--- config.mk ---
export PLATFORM = sky130hd
export DESIGN_NAME = dmem_arbiter_flat
export DESIGN_NICKNAME = d
export VERILOG_FILES = /design/src/rtl/dmem_arbiter_if.sv /design/src/rtl/dmem_arbiter.sv /design/src/flat_wrapper.sv
export SDC_FILE = /design/constraint.sdc
export NUM_CORES = 1
export LEC_CHECK = 0
export ABC_AREA = 1
export CELL_PAD_IN_SITES_DETAIL_PLACEMENT = 1
export CELL_PAD_IN_SITES_GLOBAL_PLACEMENT = 2
export CORE_ASPECT_RATIO = 1.5
export CORE_MARGIN = 4
export CORE_UTILIZATION = 22
export DETAILED_ROUTE_END_ITERATION = 12
export PLACE_DENSITY = 0.86
export SLEW_MARGIN = 20
export SYNTH_ARGS = -nofsm -noshare
export SYNTH_HDL_FRONTEND = slang
export SYNTH_SLANG_ARGS = --single-unit
--- constraint.sdc ---
create_clock -name clk -period 2.2 [get_ports clk]
set_input_delay 0.44 -clock clk [delete_from_list [all_inputs] [get_ports clk]]
set_output_delay 0.44 -clock clk [all_outputs]
set_load 0.005 [all_outputs]
--- src/rtl/dmem_arbiter_if.sv ---
// dmem_arbiter_if: CPU load/store, DMA and memory-side signals of the data-memory arbiter
// slave is the arbiter's view, master is the surrounding CPU/DMA/memory environment
interface dmem_arbiter_if #(
   parameter int DATA_W = 32,
   parameter int ADDR_W = 32
);
   logic              cpu_rd;
   logic              cpu_wr;
   logic [ADDR_W-1:0] cpu_addr;
   logic [DATA_W-1:0] cpu_wdata;
   logic              cpu_stall;
   logic [DATA_W-1:0] cpu_rdata;
   logic              cpu_err;
   logic              dma_req;
   logic              dma_we;
   logic [ADDR_W-1:0] dma_addr;
   logic [DATA_W-1:0] dma_wdata;
   logic              dma_gnt;
   logic              dma_done;
   logic [DATA_W-1:0] dma_rdata;
   logic              dma_err;
   logic              mem_req;
   logic              mem_we;
   logic [ADDR_W-1:0] mem_addr;
   logic [DATA_W-1:0] mem_wdata;
   logic [DATA_W-1:0] mem_rdata;
   logic              mem_ready;
   modport slave (
      input  cpu_rd, cpu_wr, cpu_addr, cpu_wdata, dma_req, dma_we, dma_addr, dma_wdata, mem_rdata, mem_ready,
      output cpu_stall, cpu_rdata, cpu_err, dma_gnt, dma_done, dma_rdata, dma_err, mem_req, mem_we, mem_addr, mem_wdata
   );
   modport master (
      output cpu_rd, cpu_wr, cpu_addr, cpu_wdata, dma_req, dma_we, dma_addr, dma_wdata, mem_rdata, mem_ready,
      input  cpu_stall, cpu_rdata, cpu_err, dma_gnt, dma_done, dma_rdata, dma_err, mem_req, mem_we, mem_addr, mem_wdata
   );
endinterface

--- src/rtl/dmem_arbiter.sv ---
// dmem_arbiter: shares one data-memory port between the MEM-stage CPU and a DMA/debug master.
// DMEM_ARB_RR_EN selects round-robin on simultaneous requests; otherwise the CPU always wins.
module dmem_arbiter #(
   parameter int DATA_W  = 32,
   parameter int ADDR_W  = 32,
   parameter int TIMEOUT = 15
) (
   input logic           clk,
   input logic           rst_n,
   dmem_arbiter_if.slave bus
);
   localparam logic [1:0] IDLE     = 2'd0;
   localparam logic [1:0] CPU_XFER = 2'd1;
   localparam logic [1:0] DMA_XFER = 2'd2;
   localparam int CW = TIMEOUT > 1 ? $clog2(TIMEOUT + 1) : 1;
   logic [1:0]    state;
   logic [CW-1:0] wcnt;
   logic          cpu_req;
   logic          cpu_win;
   logic          dma_win;
   logic          xfer;
   logic          tmo;
   logic          fin;
   assign cpu_req = bus.cpu_rd | bus.cpu_wr;
`ifdef DMEM_ARB_RR_EN
   logic last_cpu;
   assign cpu_win = cpu_req & (~bus.dma_req | ~last_cpu);
   always_ff @(posedge clk or negedge rst_n)
      if (!rst_n)
         last_cpu <= 1'b0;
      else if (state == IDLE && (cpu_win || dma_win))
         last_cpu <= cpu_win;
`else
   assign cpu_win = cpu_req;
`endif
   assign dma_win = bus.dma_req & ~cpu_win;
   assign xfer    = state != IDLE;
   // a memory response in the same cycle as the limit still counts as a normal completion
   assign tmo     = xfer & ~bus.mem_ready & (wcnt == CW'(TIMEOUT));
   assign fin     = xfer & (bus.mem_ready | tmo);
   assign bus.mem_req   = xfer;
   assign bus.cpu_stall = cpu_req & ~((state == CPU_XFER) & fin);
   assign bus.dma_gnt   = rst_n & (state == IDLE) & dma_win;
   always_ff @(posedge clk or negedge rst_n)
      if (!rst_n) begin
         state         <= IDLE;
         wcnt          <= '0;
         bus.mem_we    <= 1'b0;
         bus.mem_addr  <= '0;
         bus.mem_wdata <= '0;
         bus.cpu_rdata <= '0;
         bus.cpu_err   <= 1'b0;
         bus.dma_rdata <= '0;
         bus.dma_done  <= 1'b0;
         bus.dma_err   <= 1'b0;
      end else begin
         bus.cpu_err  <= (state == CPU_XFER) & tmo;
         bus.dma_done <= (state == DMA_XFER) & fin;
         bus.dma_err  <= (state == DMA_XFER) & tmo;
         if (state == IDLE) begin
            wcnt <= '0;
            if (cpu_win || dma_win) begin
               state         <= cpu_win ? CPU_XFER : DMA_XFER;
               bus.mem_we    <= cpu_win ? bus.cpu_wr : bus.dma_we;
               bus.mem_addr  <= cpu_win ? bus.cpu_addr : bus.dma_addr;
               bus.mem_wdata <= cpu_win ? bus.cpu_wdata : bus.dma_wdata;
            end
         end else if (fin) begin
            state <= IDLE;
            if (state == CPU_XFER && (tmo || !bus.mem_we))
               bus.cpu_rdata <= tmo ? '0 : bus.mem_rdata;
            if (state == DMA_XFER && (tmo || !bus.mem_we))
               bus.dma_rdata <= tmo ? '0 : bus.mem_rdata;
         end else
            wcnt <= wcnt + 1'b1;
      end
endmodule

--- src/flat_wrapper.sv ---
// flat-port wrapper written by rule: the top's interface ports become plain ports
module dmem_arbiter_flat 
#(
   parameter int DATA_W  = 32,
   parameter int ADDR_W  = 32,
   parameter int TIMEOUT = 15
)
  (clk, rst_n, bus_cpu_rd, bus_cpu_wr, bus_cpu_addr, bus_cpu_wdata, bus_dma_req, bus_dma_we, bus_dma_addr, bus_dma_wdata, bus_mem_rdata, bus_mem_ready, bus_cpu_stall, bus_cpu_rdata, bus_cpu_err, bus_dma_gnt, bus_dma_done, bus_dma_rdata, bus_dma_err, bus_mem_req, bus_mem_we, bus_mem_addr, bus_mem_wdata);
  dmem_arbiter_if #(.DATA_W(DATA_W), .ADDR_W(ADDR_W)) bus_i ();
  input logic clk;
  input logic rst_n;
  input wire logic [$bits(bus_i.cpu_rd)-1:0] bus_cpu_rd;
  input wire logic [$bits(bus_i.cpu_wr)-1:0] bus_cpu_wr;
  input wire logic [$bits(bus_i.cpu_addr)-1:0] bus_cpu_addr;
  input wire logic [$bits(bus_i.cpu_wdata)-1:0] bus_cpu_wdata;
  input wire logic [$bits(bus_i.dma_req)-1:0] bus_dma_req;
  input wire logic [$bits(bus_i.dma_we)-1:0] bus_dma_we;
  input wire logic [$bits(bus_i.dma_addr)-1:0] bus_dma_addr;
  input wire logic [$bits(bus_i.dma_wdata)-1:0] bus_dma_wdata;
  input wire logic [$bits(bus_i.mem_rdata)-1:0] bus_mem_rdata;
  input wire logic [$bits(bus_i.mem_ready)-1:0] bus_mem_ready;
  output wire logic [$bits(bus_i.cpu_stall)-1:0] bus_cpu_stall;
  output wire logic [$bits(bus_i.cpu_rdata)-1:0] bus_cpu_rdata;
  output wire logic [$bits(bus_i.cpu_err)-1:0] bus_cpu_err;
  output wire logic [$bits(bus_i.dma_gnt)-1:0] bus_dma_gnt;
  output wire logic [$bits(bus_i.dma_done)-1:0] bus_dma_done;
  output wire logic [$bits(bus_i.dma_rdata)-1:0] bus_dma_rdata;
  output wire logic [$bits(bus_i.dma_err)-1:0] bus_dma_err;
  output wire logic [$bits(bus_i.mem_req)-1:0] bus_mem_req;
  output wire logic [$bits(bus_i.mem_we)-1:0] bus_mem_we;
  output wire logic [$bits(bus_i.mem_addr)-1:0] bus_mem_addr;
  output wire logic [$bits(bus_i.mem_wdata)-1:0] bus_mem_wdata;
  assign bus_i.cpu_rd = bus_cpu_rd;
  assign bus_i.cpu_wr = bus_cpu_wr;
  assign bus_i.cpu_addr = bus_cpu_addr;
  assign bus_i.cpu_wdata = bus_cpu_wdata;
  assign bus_i.dma_req = bus_dma_req;
  assign bus_i.dma_we = bus_dma_we;
  assign bus_i.dma_addr = bus_dma_addr;
  assign bus_i.dma_wdata = bus_dma_wdata;
  assign bus_i.mem_rdata = bus_mem_rdata;
  assign bus_i.mem_ready = bus_mem_ready;
  assign bus_cpu_stall = bus_i.cpu_stall;
  assign bus_cpu_rdata = bus_i.cpu_rdata;
  assign bus_cpu_err = bus_i.cpu_err;
  assign bus_dma_gnt = bus_i.dma_gnt;
  assign bus_dma_done = bus_i.dma_done;
  assign bus_dma_rdata = bus_i.dma_rdata;
  assign bus_dma_err = bus_i.dma_err;
  assign bus_mem_req = bus_i.mem_req;
  assign bus_mem_we = bus_i.mem_we;
  assign bus_mem_addr = bus_i.mem_addr;
  assign bus_mem_wdata = bus_i.mem_wdata;
  dmem_arbiter #(.DATA_W(DATA_W), .ADDR_W(ADDR_W), .TIMEOUT(TIMEOUT)) u_core (.clk(clk), .rst_n(rst_n), .bus(bus_i));
endmodule
Word level (Yosys, flattened, before mapping). Index checks and enable logic that the tools add are counted.

Memories kept: 0. Bits of input ports: 167. Bits in writable memories: 0. Register bits after elaboration: 138. Bits in read-only memories: 0. Bits in latches: 0. Logic and storage cells: 55.

Eq/ne operators: 5. Order comparisons: 0. Bitwise logic cells: 17. Add/subtract/negate cells: 1. Reduce and logical (&&, ||, !) cells: 12. Multipliers: 0. Divide/modulo/power cells: 0. Mux-type cells: 10. Shift-type cells: 0.

Operator list (count): $mux W32 (3); $and A1 B1 Y1 (11); $mux W2 (4); $mux W4 (2); $reduce_and A3 Y1 (2); $add A4 B1 Y4 const B (1); $eq A4 B4 Y1 const B (1); $ne A2 B2 Y1 const B (2); $not A1 Y1 (4); $reduce_and A2 Y1 (2); $reduce_bool A2 Y1 (2); $eq A2 B1 Y1 const B (1); $eq A2 B2 Y1 const B (1); $logic_and A1 B1 Y1 (2); $logic_not A2 Y1 (1); $logic_or A1 B1 Y1 (2); $or A1 B1 Y1 (2); $logic_not A1 Y1 (1); $mux W1 (1).

Longest topological paths before layout.
Depth in word-level cells: 8. Mapped depth: 9.

Least setup slack after synthesis. No wires, ideal clock.

Kind: register -> output. From: register u_core.wcnt[0]. To: output port bus_cpu_stall. Arrival: 1334 ps. Path buffers: 1. Stages on the path, launching flop included: 8. Required time: 1760 ps. Path slack: 426 ps. Cell sequence: dfrtp_1 > ha_1 > nand3_1 > o21bai_2 > nand2_1 > clkinv_1 > buf_2 > nor2_1.

Cells in the longest elaborated chain, start to end: 7.

RTL lines: start: declaration (line dmem_arbiter.sv:17) `logic [CW-1:0] wcnt;`; start signal: assignment (line dmem_arbiter.sv:75) `wcnt <= wcnt + 1'b1;`; $eq A4 B4 Y1 (line dmem_arbiter.sv:39) `assign tmo = xfer & ~bus.mem_ready & (wcnt == CW'(TIMEOUT));`; $and A1 B1 Y1 (line dmem_arbiter.sv:39); $or A1 B1 Y1 (line dmem_arbiter.sv:40) `assign fin = xfer & (bus.mem_ready | tmo);`; $and A1 B1 Y1 (line dmem_arbiter.sv:40); $and A1 B1 Y1 (line dmem_arbiter.sv:42) `assign bus.cpu_stall = cpu_req & ~((state == CPU_XFER) & fin);`; $not A1 Y1 (line dmem_arbiter.sv:42); $and A1 B1 Y1 (line dmem_arbiter.sv:42); end: declaration (line flat_wrapper.sv:22) `output wire logic [$bits(bus_i.cpu_stall)-1:0] bus_cpu_stall;`.

No other way between the ends.

Worst setup path after layout.
From: register u_core.wcnt[1]. To: output port bus_cpu_stall.

The elaborated chain is that of the path after synthesis.

==> summary.txt <==
Run status
  • Result of the run: complete, no violations

Synthesis
  • Post-synth ARST share: 1.00
  • Post-synthesis sequential area ratio: 0.554
  • Top FF cell, synth: dfrtp_1
  • Syn avg cell area: 8.60 um2
  • Synthesized instance count: 725
  • Synth Warn #: 0
  • Synthesized flop and latch total: 138
  • Post-synthesis cell type count: 27
  • Syn Nets: 893
  • Post-synth EDFFs: 0
  • Synthesized area: 6230 um2

GRT
  • Initial antenna violation count: 1
  • Grt ovf: 0
  • Global routing met3 resource utilization: 0.0465
  • GR Util met2: 0.290
  • Top Usage Layer GRT: met2
  • Total track usage: 0.156
  • Routing usage on met1: 0.167
  • Vias in the first global route: 6626
  • Largest net degree at the start of global routing: 98
  • Global-route wire length before repair: between 30000 and 40000 um

Power
  • Power per Cell Area: 1240 nW/um2
  • Comb power frac: 0.414
  • Sw Share: 0.322
  • Internal Power: 8.74 mW
  • Max rail drop VDD: 0.565 mV
  • Net switching power: 4.16 mW
  • Tot Pwr: ~13 mW
  • Part of the power in registers: 0.340
  • Clock share of power: 0.245
  • Lkg Pwr: about 4.6 nW

Drt
  • Via count of the routed design: 6135
  • Drt pass-1 iters: 5
  • DR DRC count: 0
  • Final wirelength: 24300 um
  • Vias/cell: 4.43
  • Post-route ant nets: 0
  • Drt wl/cell: about 18 um
  • DR iter-0 viols: between 150 and 200

Placed design
  • Gpl congestion: 0.737
  • Number of I/O port buffers: 301
  • DP HPWL: 17400 um

Floorplan
  • Overall die width: 145 um
  • Initial Utilization: 0.223
  • Chip height: 214 um
  • Total core area: about 28000 um2
  • Cell row count: 75
  • Die area: slightly above 30000 um2
  • Ports: 302

Worst setup path
  • Arr. time, crit path: 1620 ps
  • Crit-path max FO: 3
  • Critical path type: reg2out
  • Critical Path Start Type: register
  • Worst Setup End Kind: output port
  • WP data required: 1760 ps
  • R2r worst-path depth: 10

Clock network
  • Number of hold buffers added after cts: 0
  • CTS tree: done
  • Worst skew pair latency: 420 ps
  • H-Tree Depth: 4
  • CTS root buf: clkbuf_16
  • # clock sinks: 138
  • Clk pin slew, worst setup/hold paths: 60 ps
  • CTS Buf Count: 17
  • CTS max path bufs: 2

STA
  • Worst-Margin Slew: ~600 ps
  • Final setup viols: 0
  • Worst hold slack: 57.3 ps
  • Normalized max-slew margin: 0.600
  • Final worst path period share: 0.936
  • Final hold vios: 0
  • RSZ-0062 raised after global routing: false
  • Setup TNS: 0 ps
  • Final Max Slew Viols: 0
  • Final setup skew: ~7.9 ps
  • Post-route minimum period: between 2000 and 2500 ps
  • Max Freq: 0.486 GHz

Cells and area
  • Share of layout cells above drive strength 1: 0.0829
  • Post-layout util: 0.371
  • N_diodes: 0
  • Layout Nets: 1193
  • Area Overhead vs Synth: 66.7%

Min path
  • Min-Delay Path Class: in2async

Flow run
  • Max Cap Viol: 0
## synthesized netlist by cell type (all sizes together), types with 2 or more instances
library cell / number / area [um2]
a21boi: 32 / 240
a21oi: 3 / 26.3
a31oi: 64 / 400
buf: 38 / 244
clkbuf: 15 / 56.3
dfrtp: 138 / 3450
inv: 8 / 30.0
nand2: 271 / 1030
nand3: 70 / 360
nor2: 72 / 303
nor3: 2 / 10.0
o21ai: 5 / 25.0
## metal layers
metal  vias up  wire (um)
met2       204      13000
met1      2916       9310
met5         -         13
li1       2986          -
met4         2        493
met3        27       1480
## cells in the final DEF, fill, tap and decap left out, drive strengths merged
cell type and count:
a21oi 3, ha 1, nor2 72, nand3 70
nor3b 1, bufinv 4, nor3 2, buf 35
clkinvlp 3, a21boi 32, o21bai 1, o21ai 5
clkbuf 22, clkdlybuf4s50 295, dlygate4sd2 4, or2 1
nand4 1, clkinv 4, o22ai 1, inv 8
nand2 271, a31oi 64, dfrtp 138
## power by group through the flow
stage / Combinational (mW) / Clock [mW] / Sequential, mW
6_report: 5.34 / 3.16 / 4.39
5_1_grt: 5.85 / 3.40 / 4.57
4_1_cts: 5.46 / 3.29 / 4.41
3_5_place_dp: 5.43 / 0 / 4.44
3_3_place_gp: 5.35 / 0 / 4.39
2_1_floorplan: 1.93 / 0 / 4.46
## critical path: stages (launching register included)
cell      delay, ps
dfrtp_1         400
ha_1            220
nand3_2         110
o21bai_2         70
nand2_1          70
clkinv_1         80
nor2_2          100
buf_4           140
## metrics by stage
| step | setup slack (ps) | std cells | cell area [um2] |
|---|---|---|---|
| finish | 141 | 1384 | 10400 |
| floorplan | 426 | 725 | 6230 |
| global placement | -262 | 1348 | 9710 |
| global route | 0.872 | 1384 | 10400 |
| detailed placement | -231 | 1348 | 9710 |
| CTS | 9.01 | 1382 | 10400 |
## layout make-up
cell class	count	area, um2
Timing Repair Buffer	334	3350
Clock buffer	22	474
Multi-Input combinational cell	525	2470
Inverter	9	33.8
Clock inverter	10	165
Fill cell	3259	17600
Tap cell	346	433
Sequential cell	138	3460
## repair_timing
item	in CTS	in global routing
pin swaps	2	0
endpoints found under the setup margin	3	1
resized for setup	12	2
buffers inserted	2	2
## path summary, 6_finish.rpt
check,from,end,slack [ps]
max in group asynchronous,rst_n,u_core.bus.mem_addr[27],1080
min reg2reg,u_core.bus.cpu_rdata[22],u_core.bus.cpu_rdata[22],480
min,rst_n,u_core.bus.cpu_rdata[2],60
max reg2reg,u_core.wcnt[1],u_core.bus.dma_rdata[13],350
max,u_core.wcnt[1],bus_cpu_stall,140
min in group clk,u_core.bus.cpu_rdata[22],u_core.bus.cpu_rdata[22],480
## kinds of logic after synthesis
| logic type | share of synthesized area |
|---|---|
| simple gates | 0.276 |
| flops | 0.554 |
| compound gates | 0.114 |
| buf+inv | 0.0536 |
| fa+ha+maj | 0.00201 |
## sequential cells by signal (all words and copies together) (netlist names)
signal / count
u_core.bus.cpu_err: 1
u_core.bus.cpu_rdata: 32
u_core.bus.dma_done: 1
u_core.bus.dma_err: 1
u_core.bus.dma_rdata: 32
u_core.bus.mem_addr: 32
u_core.bus.mem_wdata: 32
u_core.bus.mem_we: 1
u_core.state: 2
u_core.wcnt: 4
(Power assumes the default switching activity.)
